--- config.mk ---
export PLATFORM = sky130hd
export DESIGN_NAME = ysyx_25040111_mem_arbiter
export DESIGN_NICKNAME = d
export VERILOG_FILES = /design/src/rtl/ysyx_25040111_mem_arbiter.sv
export SDC_FILE = /design/constraint.sdc
export NUM_CORES = 1
export LEC_CHECK = 0
export ABC_AREA = 1
export CORE_AREA = 2 2 161 163
export DETAILED_ROUTE_END_ITERATION = 12
export DIE_AREA = 0 0 163 165
export GPL_TIMING_DRIVEN = 1
export HOLD_SLACK_MARGIN = 0.12
export PLACE_DENSITY_LB_ADDON = 0.25
export SLEW_MARGIN = 5
export SYNTH_ARGS = -nofsm -noshare
export SYNTH_HDL_FRONTEND = slang
export SYNTH_SLANG_ARGS = --single-unit
--- constraint.sdc ---
create_clock -name clk -period 1.35 [get_ports clk]
set_input_delay 0.135 -clock clk [delete_from_list [all_inputs] [get_ports clk]]
set_output_delay 0.135 -clock clk [all_outputs]
set_load 0.01 [all_outputs]
--- src/rtl/ysyx_25040111_mem_arbiter.sv ---
// Two-master / one-slave AXI4 single-beat arbiter.
// Master 0 is the IFU (read only), master 1 is the LSU (read and write).
// Exactly one transaction is outstanding at a time; ties are broken
// round-robin against the master that completed the previous transaction.
module ysyx_25040111_mem_arbiter #(
  parameter int ADDR_W = 32,
  parameter int DATA_W = 32
) (
  input  logic                clk,
  input  logic                rst_n,
  // IFU (master 0)
  input  logic                m0_arvalid,
  input  logic                m0_rready,
  input  logic [ADDR_W-1:0]   m0_araddr,
  input  logic [2:0]          m0_arsize,
  output logic                m0_arready,
  output logic                m0_rvalid,
  output logic [DATA_W-1:0]   m0_rdata,
  output logic [1:0]          m0_rresp,
  // LSU (master 1)
  input  logic                m1_arvalid,
  input  logic                m1_rready,
  input  logic                m1_awvalid,
  input  logic                m1_wvalid,
  input  logic                m1_bready,
  input  logic [ADDR_W-1:0]   m1_araddr,
  input  logic [ADDR_W-1:0]   m1_awaddr,
  input  logic [2:0]          m1_arsize,
  input  logic [2:0]          m1_awsize,
  input  logic [DATA_W-1:0]   m1_wdata,
  input  logic [DATA_W/8-1:0] m1_wstrb,
  output logic                m1_arready,
  output logic                m1_rvalid,
  output logic                m1_awready,
  output logic                m1_wready,
  output logic                m1_bvalid,
  output logic [DATA_W-1:0]   m1_rdata,
  output logic [1:0]          m1_rresp,
  output logic [1:0]          m1_bresp,
  // Slave side
  output logic                s_arvalid,
  output logic                s_rready,
  output logic                s_awvalid,
  output logic                s_wvalid,
  output logic                s_wlast,
  output logic                s_bready,
  output logic [ADDR_W-1:0]   s_araddr,
  output logic [ADDR_W-1:0]   s_awaddr,
  output logic [2:0]          s_arsize,
  output logic [2:0]          s_awsize,
  output logic [3:0]          s_arid,
  output logic [3:0]          s_awid,
  output logic [7:0]          s_arlen,
  output logic [7:0]          s_awlen,
  output logic [1:0]          s_arburst,
  output logic [1:0]          s_awburst,
  output logic [DATA_W-1:0]   s_wdata,
  output logic [DATA_W/8-1:0] s_wstrb,
  input  logic                s_arready,
  input  logic                s_rvalid,
  input  logic                s_rlast,
  input  logic                s_awready,
  input  logic                s_wready,
  input  logic                s_bvalid,
  input  logic [DATA_W-1:0]   s_rdata,
  input  logic [1:0]          s_rresp,
  input  logic [1:0]          s_bresp
);

  typedef enum logic [2:0] {
    IDLE = 3'd0,
    AR   = 3'd1,
    R    = 3'd2,
    WR   = 3'd3,
    B    = 3'd4
  } state_t;

  state_t state_q, state_d;
  logic   owner_q, owner_d;
  logic   last_owner_q, last_owner_d;
  logic   aw_done_q, aw_done_d;
  logic   w_done_q, w_done_d;

  logic   req0, req1, winner;
  logic   ar_v, aw_v, w_v, aw_hs, w_hs;

  // Single-beat bursts: rlast carries no information here.
  logic   unused_rlast;
  assign unused_rlast = s_rlast;

  assign req0   = m0_arvalid;
  assign req1   = m1_arvalid | m1_awvalid;
  // On a tie the master that did not finish last wins; otherwise the lone requester.
  assign winner = (req0 && req1) ? ~last_owner_q : req1;

  // Address/data paths always follow the current owner; read/write responses are broadcast.
  assign s_araddr  = owner_q ? m1_araddr : m0_araddr;
  assign s_arsize  = owner_q ? m1_arsize : m0_arsize;
  assign s_arid    = {3'b000, owner_q};
  assign s_arlen   = 8'd0;
  assign s_arburst = 2'b01;
  assign s_awaddr  = m1_awaddr;
  assign s_awsize  = m1_awsize;
  assign s_awid    = 4'd1;
  assign s_awlen   = 8'd0;
  assign s_awburst = 2'b01;
  assign s_wdata   = m1_wdata;
  assign s_wstrb   = m1_wstrb;
  assign m0_rdata  = s_rdata;
  assign m0_rresp  = s_rresp;
  assign m1_rdata  = s_rdata;
  assign m1_rresp  = s_rresp;
  assign m1_bresp  = s_bresp;

  // Write-side gating: each of AW and W is presented exactly once per grant.
  assign ar_v  = owner_q ? m1_arvalid : m0_arvalid;
  assign aw_v  = m1_awvalid & ~aw_done_q;
  assign w_v   = m1_wvalid & ~w_done_q;
  assign aw_hs = aw_v & s_awready;
  assign w_hs  = w_v & s_wready;

  // State and arbitration registers.
  always_ff @(posedge clk or negedge rst_n) begin
    if (!rst_n) begin
      state_q      <= IDLE;
      owner_q      <= 1'b0;
      last_owner_q <= 1'b1;
      aw_done_q    <= 1'b0;
      w_done_q     <= 1'b0;
    end else begin
      state_q      <= state_d;
      owner_q      <= owner_d;
      last_owner_q <= last_owner_d;
      aw_done_q    <= aw_done_d;
      w_done_q     <= w_done_d;
    end
  end

  // Next-state logic and handshake decode; all valids/readies derive from state.
  always_comb begin
    state_d      = state_q;
    owner_d      = owner_q;
    last_owner_d = last_owner_q;
    aw_done_d    = aw_done_q;
    w_done_d     = w_done_q;
    s_arvalid    = 1'b0;
    s_rready     = 1'b0;
    s_awvalid    = 1'b0;
    s_wvalid     = 1'b0;
    s_wlast      = 1'b0;
    s_bready     = 1'b0;
    m0_arready   = 1'b0;
    m0_rvalid    = 1'b0;
    m1_arready   = 1'b0;
    m1_rvalid    = 1'b0;
    m1_awready   = 1'b0;
    m1_wready    = 1'b0;
    m1_bvalid    = 1'b0;
    case (state_q)
      IDLE: begin
        if (req0 || req1) begin
          owner_d = winner;
          // An LSU read takes precedence over an LSU write.
          state_d = (!winner || m1_arvalid) ? AR : WR;
        end
      end
      AR: begin
        s_arvalid  = ar_v;
        m0_arready = ~owner_q & s_arready;
        m1_arready = owner_q & s_arready;
        if (ar_v && s_arready) state_d = R;
      end
      R: begin
        s_rready  = owner_q ? m1_rready : m0_rready;
        m0_rvalid = ~owner_q & s_rvalid;
        m1_rvalid = owner_q & s_rvalid;
        if (s_rready && s_rvalid) begin
          state_d      = IDLE;
          last_owner_d = owner_q;
        end
      end
      WR: begin
        s_awvalid  = aw_v;
        s_wvalid   = w_v;
        s_wlast    = w_v;
        m1_awready = s_awready & ~aw_done_q;
        m1_wready  = s_wready & ~w_done_q;
        if ((aw_done_q || aw_hs) && (w_done_q || w_hs)) begin
          state_d   = B;
          aw_done_d = 1'b0;
          w_done_d  = 1'b0;
        end else begin
          aw_done_d = aw_done_q | aw_hs;
          w_done_d  = w_done_q | w_hs;
        end
      end
      B: begin
        s_bready  = m1_bready;
        m1_bvalid = s_bvalid;
        if (m1_bready && s_bvalid) begin
          state_d      = IDLE;
          last_owner_d = 1'b1;
        end
      end
      default: state_d = IDLE;
    endcase
  end

endmodule

Word level (Yosys, flattened, before mapping)
Cells that the tools add are included.
{ "totals": {"inputBits": 192, "reg_bits": 7, "out_inout_bits": 217, "word_cells": 75} }
{ "op_classes": {"muxes": 29, "n_bitwise": 17, "eq_ne": 9, "reduce_logical": 15} }
{ "op_table": {"columns": ["operator", "count"], "rows": [
  ["32-bit 2-to-1 mux", 1],
  ["1-bit 2-to-1 mux", 19],
  ["3-bit 2-to-1 mux", 6],
  ["3-bit case mux with 5 select lines", 1],
  ["1-bit bitwise AND", 10],
  ["2-bit inequality test, second input constant", 5],
  ["3-bit by 2-bit == test with 1-bit output, second input constant", 2],
  ["1-bit logical AND", 5],
  ["5-bit AND reduction", 1],
  ["1-bit logical OR", 4],
  ["1-bit inverter", 4],
  ["3-bit by 1-bit == test with 1-bit output, second input constant", 1],
  ["3-bit == test, second input constant", 1],
  ["3-bit logical NOT", 1],
  ["1-bit OR", 3],
  ["3-bit AND reduction", 1],
  ["2-bit 2-to-1 mux", 1],
  ["1-bit case mux with 2 select lines", 1],
  ["2-bit AND reduction", 1],
  ["2-bit nonzero test", 1],
  ["1-bit logical NOT", 1]
]} }

Longest topological paths before layout
{ "logic_depth": {"depth_word": 8, "ltp_mapped": 9, "depth_no_buf": 9} }

Worst setup path before layout
OpenSTA, ideal clock, no wires.
{ "synth_path": {"path_type": "reg-to-output", "start": "register state_q[2]", "end": "output s_wvalid", "path_stages_with_launch": 5, "slack_ns": 0.142, "arrival_time_ns": 1.073, "cell_sequence": "dfrtp_1 > nor2_4 > inv_1 > nor2_1 > buf_4"} }
{ "synth_between": {"elab_chain_cells": 2} }
{ "synth_lines": {"columns": ["element", "line_no", "rtl"], "rows": [
  ["start: declaration", "78", "state_t state_q, state_d;"],
  ["start signal: assignment", "131", "state_q <= state_d;"],
  ["3-bit by 2-bit == test with 1-bit output", null, null],
  ["1-bit 2-to-1 mux", null, null],
  ["end: declaration", "44", "output logic s_wvalid,"]
]} }
Every way passes these cells.

Final worst setup path
{ "layout_path": {"start": "register state_q[1]", "end": "output s_rready"} }
{ "layout_between": {"elab_chain_cells": 2} }
{ "layout_lines": {"columns": ["element", "line_no", "rtl"], "rows": [
  ["3-bit by 2-bit == test with 1-bit output", "159", "case (state_q)"],
  ["1-bit 2-to-1 mux", "159", null],
  ["end: declaration", "42", "output logic s_rready,"]
]} }
Every way passes these cells.

==> out/results.tsv <==
metric	value	unit
outcome	finished with violations	
violations	negative setup slack	
vias	2250	
crit_path_end_kind	output pin	
row_count	58	
setup_viol	54	
crit_fanout	3	
avgSynthCellArea	6.04	µm²
boundaryPins	409	
muxShareOfSynthArea	0	
rr_endpoint	state_q[1]	
final_nets	620	
hold_path_class	in2async	
r2r-start	state_q[1]	
crit_chain	buf_6, inv_4, nor3_4, inv_2, buf_6, nor2_4, buf_6	
antenna_found_initial	0	
synth_compound_area_frac	0.0182	
postRouteAntennaNets	0	
wl_per_cell	14.2	µm
layout_setup_ws	-0.168	ns
synth_top_family_by_area	buffers and inverters	
ys_warn_count	0	
io_buffers	132	
drive_above_1_share	0.527	
worstSkewPairLatency	0.24	ns
numCtsBuffers	3	
reg2reg_depth	12	
crit_buf_inv	5	
clk_pin_slew	0.04	ns
path_depth	7	
drc	0	
dr.first_iter.drc_count	32	
dieHeight	165	µm
die_area	26900	µm²
wl_met3	1950	µm
yosysSeqAreaShare	0.0777	
cap_violations	0	
p_leak	1.91	nW
cts_tree	yes	
power_density	1790	nW/µm²
area_growth	76.2	%
tns	-4.33	ns
htree_levels	1	
drt_pass1_iterations	4	
hpwl	8160	µm
postLayoutCoreUtil	0.160	
vias_per_cell	2.97	
slowest_stage	dfrtp_1	
slew_viol_final	0	
fin_skew	0.00230	ns
finalHoldViolCount	0	
diodes	0	
cts_buffer_depth	2	
cp_data_required_time	1.22	ns
max_stage_delay	0.40	ns
rrSetupSlack	-0.17	ns
synth_fa_ha_area_frac	0	
grt_pass1_vias	2128	
clkSinkCount	7	
ir_drop	0.000766	V
place_congestion	0.668	
period_share	1.12	
synth_cell_types	20	
n_fill_cell	2863	
crit_top_cell	buf_6	
initial_core_util	0.0907	
grt_first_pass_wirelength	13300	µm
p_total	0.00716	W
fin_crit	1.52	ns
fmax	0.659	GHz
die_x	163	µm
grtUsageTotal	0.0680	
wirelength_met1	3100	µm
core_area	25000	µm²
dp_cells	723	
synth_xor_area_frac	0	
layout.cells.non_filler	757	
grt_overflow	0	
arrival	1.38	ns
grt_max_degree	19	
wl_met2	5120	µm
whs	0.184	ns
dr.max_layer_used	met4	
crit_family	buffers and inverters	
yosys_register_bits	7	
cts_root_buffer	clkbuf_16	
rsz0062_at_grt	yes	
cp-start-kind	flip-flop	
wl	10800	µm
yosys.area_share.simple	0.292	
netlist_area	2270	µm²
synth_cells	376	
worstSetupPathType	reg2out	
[worst reg2reg max path: stages (launching register included)]
cell and delay (ns):
dfrtp_1 0.41, buf_6 0.14, buf_4 0.13, nand2_4 0.06
nor2_4 0.04, buf_6 0.11, buf_6 0.12, nand2_4 0.08
nand2_4 0.05, nor2_4 0.12, nand2_1 0.06, nand2_1 0.06
nand2_1 0.04
[area by class of cell]
class,instances,area [µm²],share of cell area
clock buffer,4,78.8,0.0197
inverter,18,75.1,0.0188
multi-input combinational,198,1280,0.320
sequential,7,178,0.0444
tap,330,413,0.103
timing repair buffer,200,1970,0.493
[registers in the layout, indices dropped and copies added, names as in the netlist]
signal and cells:
state_q 3, aw_done_q 1, w_done_q 1, owner_q 1
last_owner_q 1
[worst max path at each step]
stage | from | endpoint
floorplan | state_q[2] | s_wvalid
global placement | s_rvalid | m0_rvalid
detailed placement | state_q[2] | m1_rvalid
CTS | state_q[2] | m1_rvalid
global route | state_q[1] | m1_awready
finish | state_q[1] | s_rready
[stage by stage]
stage / setup slack [ns] / area (µm²)
2_1_floorplan: 0.142 / 2360
3_3_place_gp: -0.620 / 3110
3_5_place_dp: -0.591 / 3110
4_1_cts: -0.219 / 3550
5_1_grt: -0.238 / 4000
6_report: -0.168 / 4000
[cells in the mapped netlist]
| cell | count | area, µm² |
|---|---|---|
| o21ai_0 | 1 | 5.00 |
| dfstp_2 | 1 | 26.3 |
| nand3_1 | 7 | 35.0 |
| buf_2 | 6 | 30.0 |
| nand2_1 | 131 | 492 |
| nor3_1 | 7 | 35.0 |
| nor3_2 | 1 | 10.0 |
| buf_4 | 170 | 1280 |
| a21oi_1 | 4 | 20.0 |
| o21ai_1 | 2 | 10.0 |
| inv_1 | 15 | 56.3 |
| dfrtp_1 | 6 | 150 |
| nand2_2 | 3 | 18.8 |
| nand4_1 | 2 | 12.5 |
| conb_1 | 2 | 7.51 |
| o22ai_1 | 1 | 6.26 |
| nor2_1 | 10 | 37.5 |
| clkbuf_1 | 2 | 7.51 |
| inv_2 | 3 | 11.3 |
| nor2_4 | 2 | 22.5 |
[where the power goes]
group / switching [W] / internal (W)
sequential: 0.0000762 / 0.000318
combinational: 0.00297 / 0.00328
clock: 0.000126 / 0.000394
[layer usage]
layer,vias up,global-route usage
met4,0,0.0382
met1,945,0.0575
met3,49,0.0510
met5,-,0
met2,216,0.116
li1,1040,-
[cells by family (layout without fill, tap and decap cells)]
family	count (synthesis)	count (layout)
buffers and inverters	196	222
AO/OA/AOI/OAI	8	8
flip-flops	7	7
other	2	27
AND/OR/NAND/NOR	163	163
[timing repair]
item	4_1_cts	5_1_grt
cloned	3	1
pin swaps	30	16
gates resized for setup	301	89
hold buffers	0	0
setup buffers	22	8
setup endpoints to repair	54	53
[placed cells by master, fill, tap and decap left out, types with 5 or more instances in the layout]
master           instances
clkdlybuf4s50_1         83
nand2_1                 57
nand2_2                 48
buf_6                   39
buf_4                   34
buf_2                   29
nand2_4                 28
conb_1                  27
inv_1                   12
buf_12                   7
nor2_1                   6
dfrtp_1                  5
(Power assumes the default switching activity.)
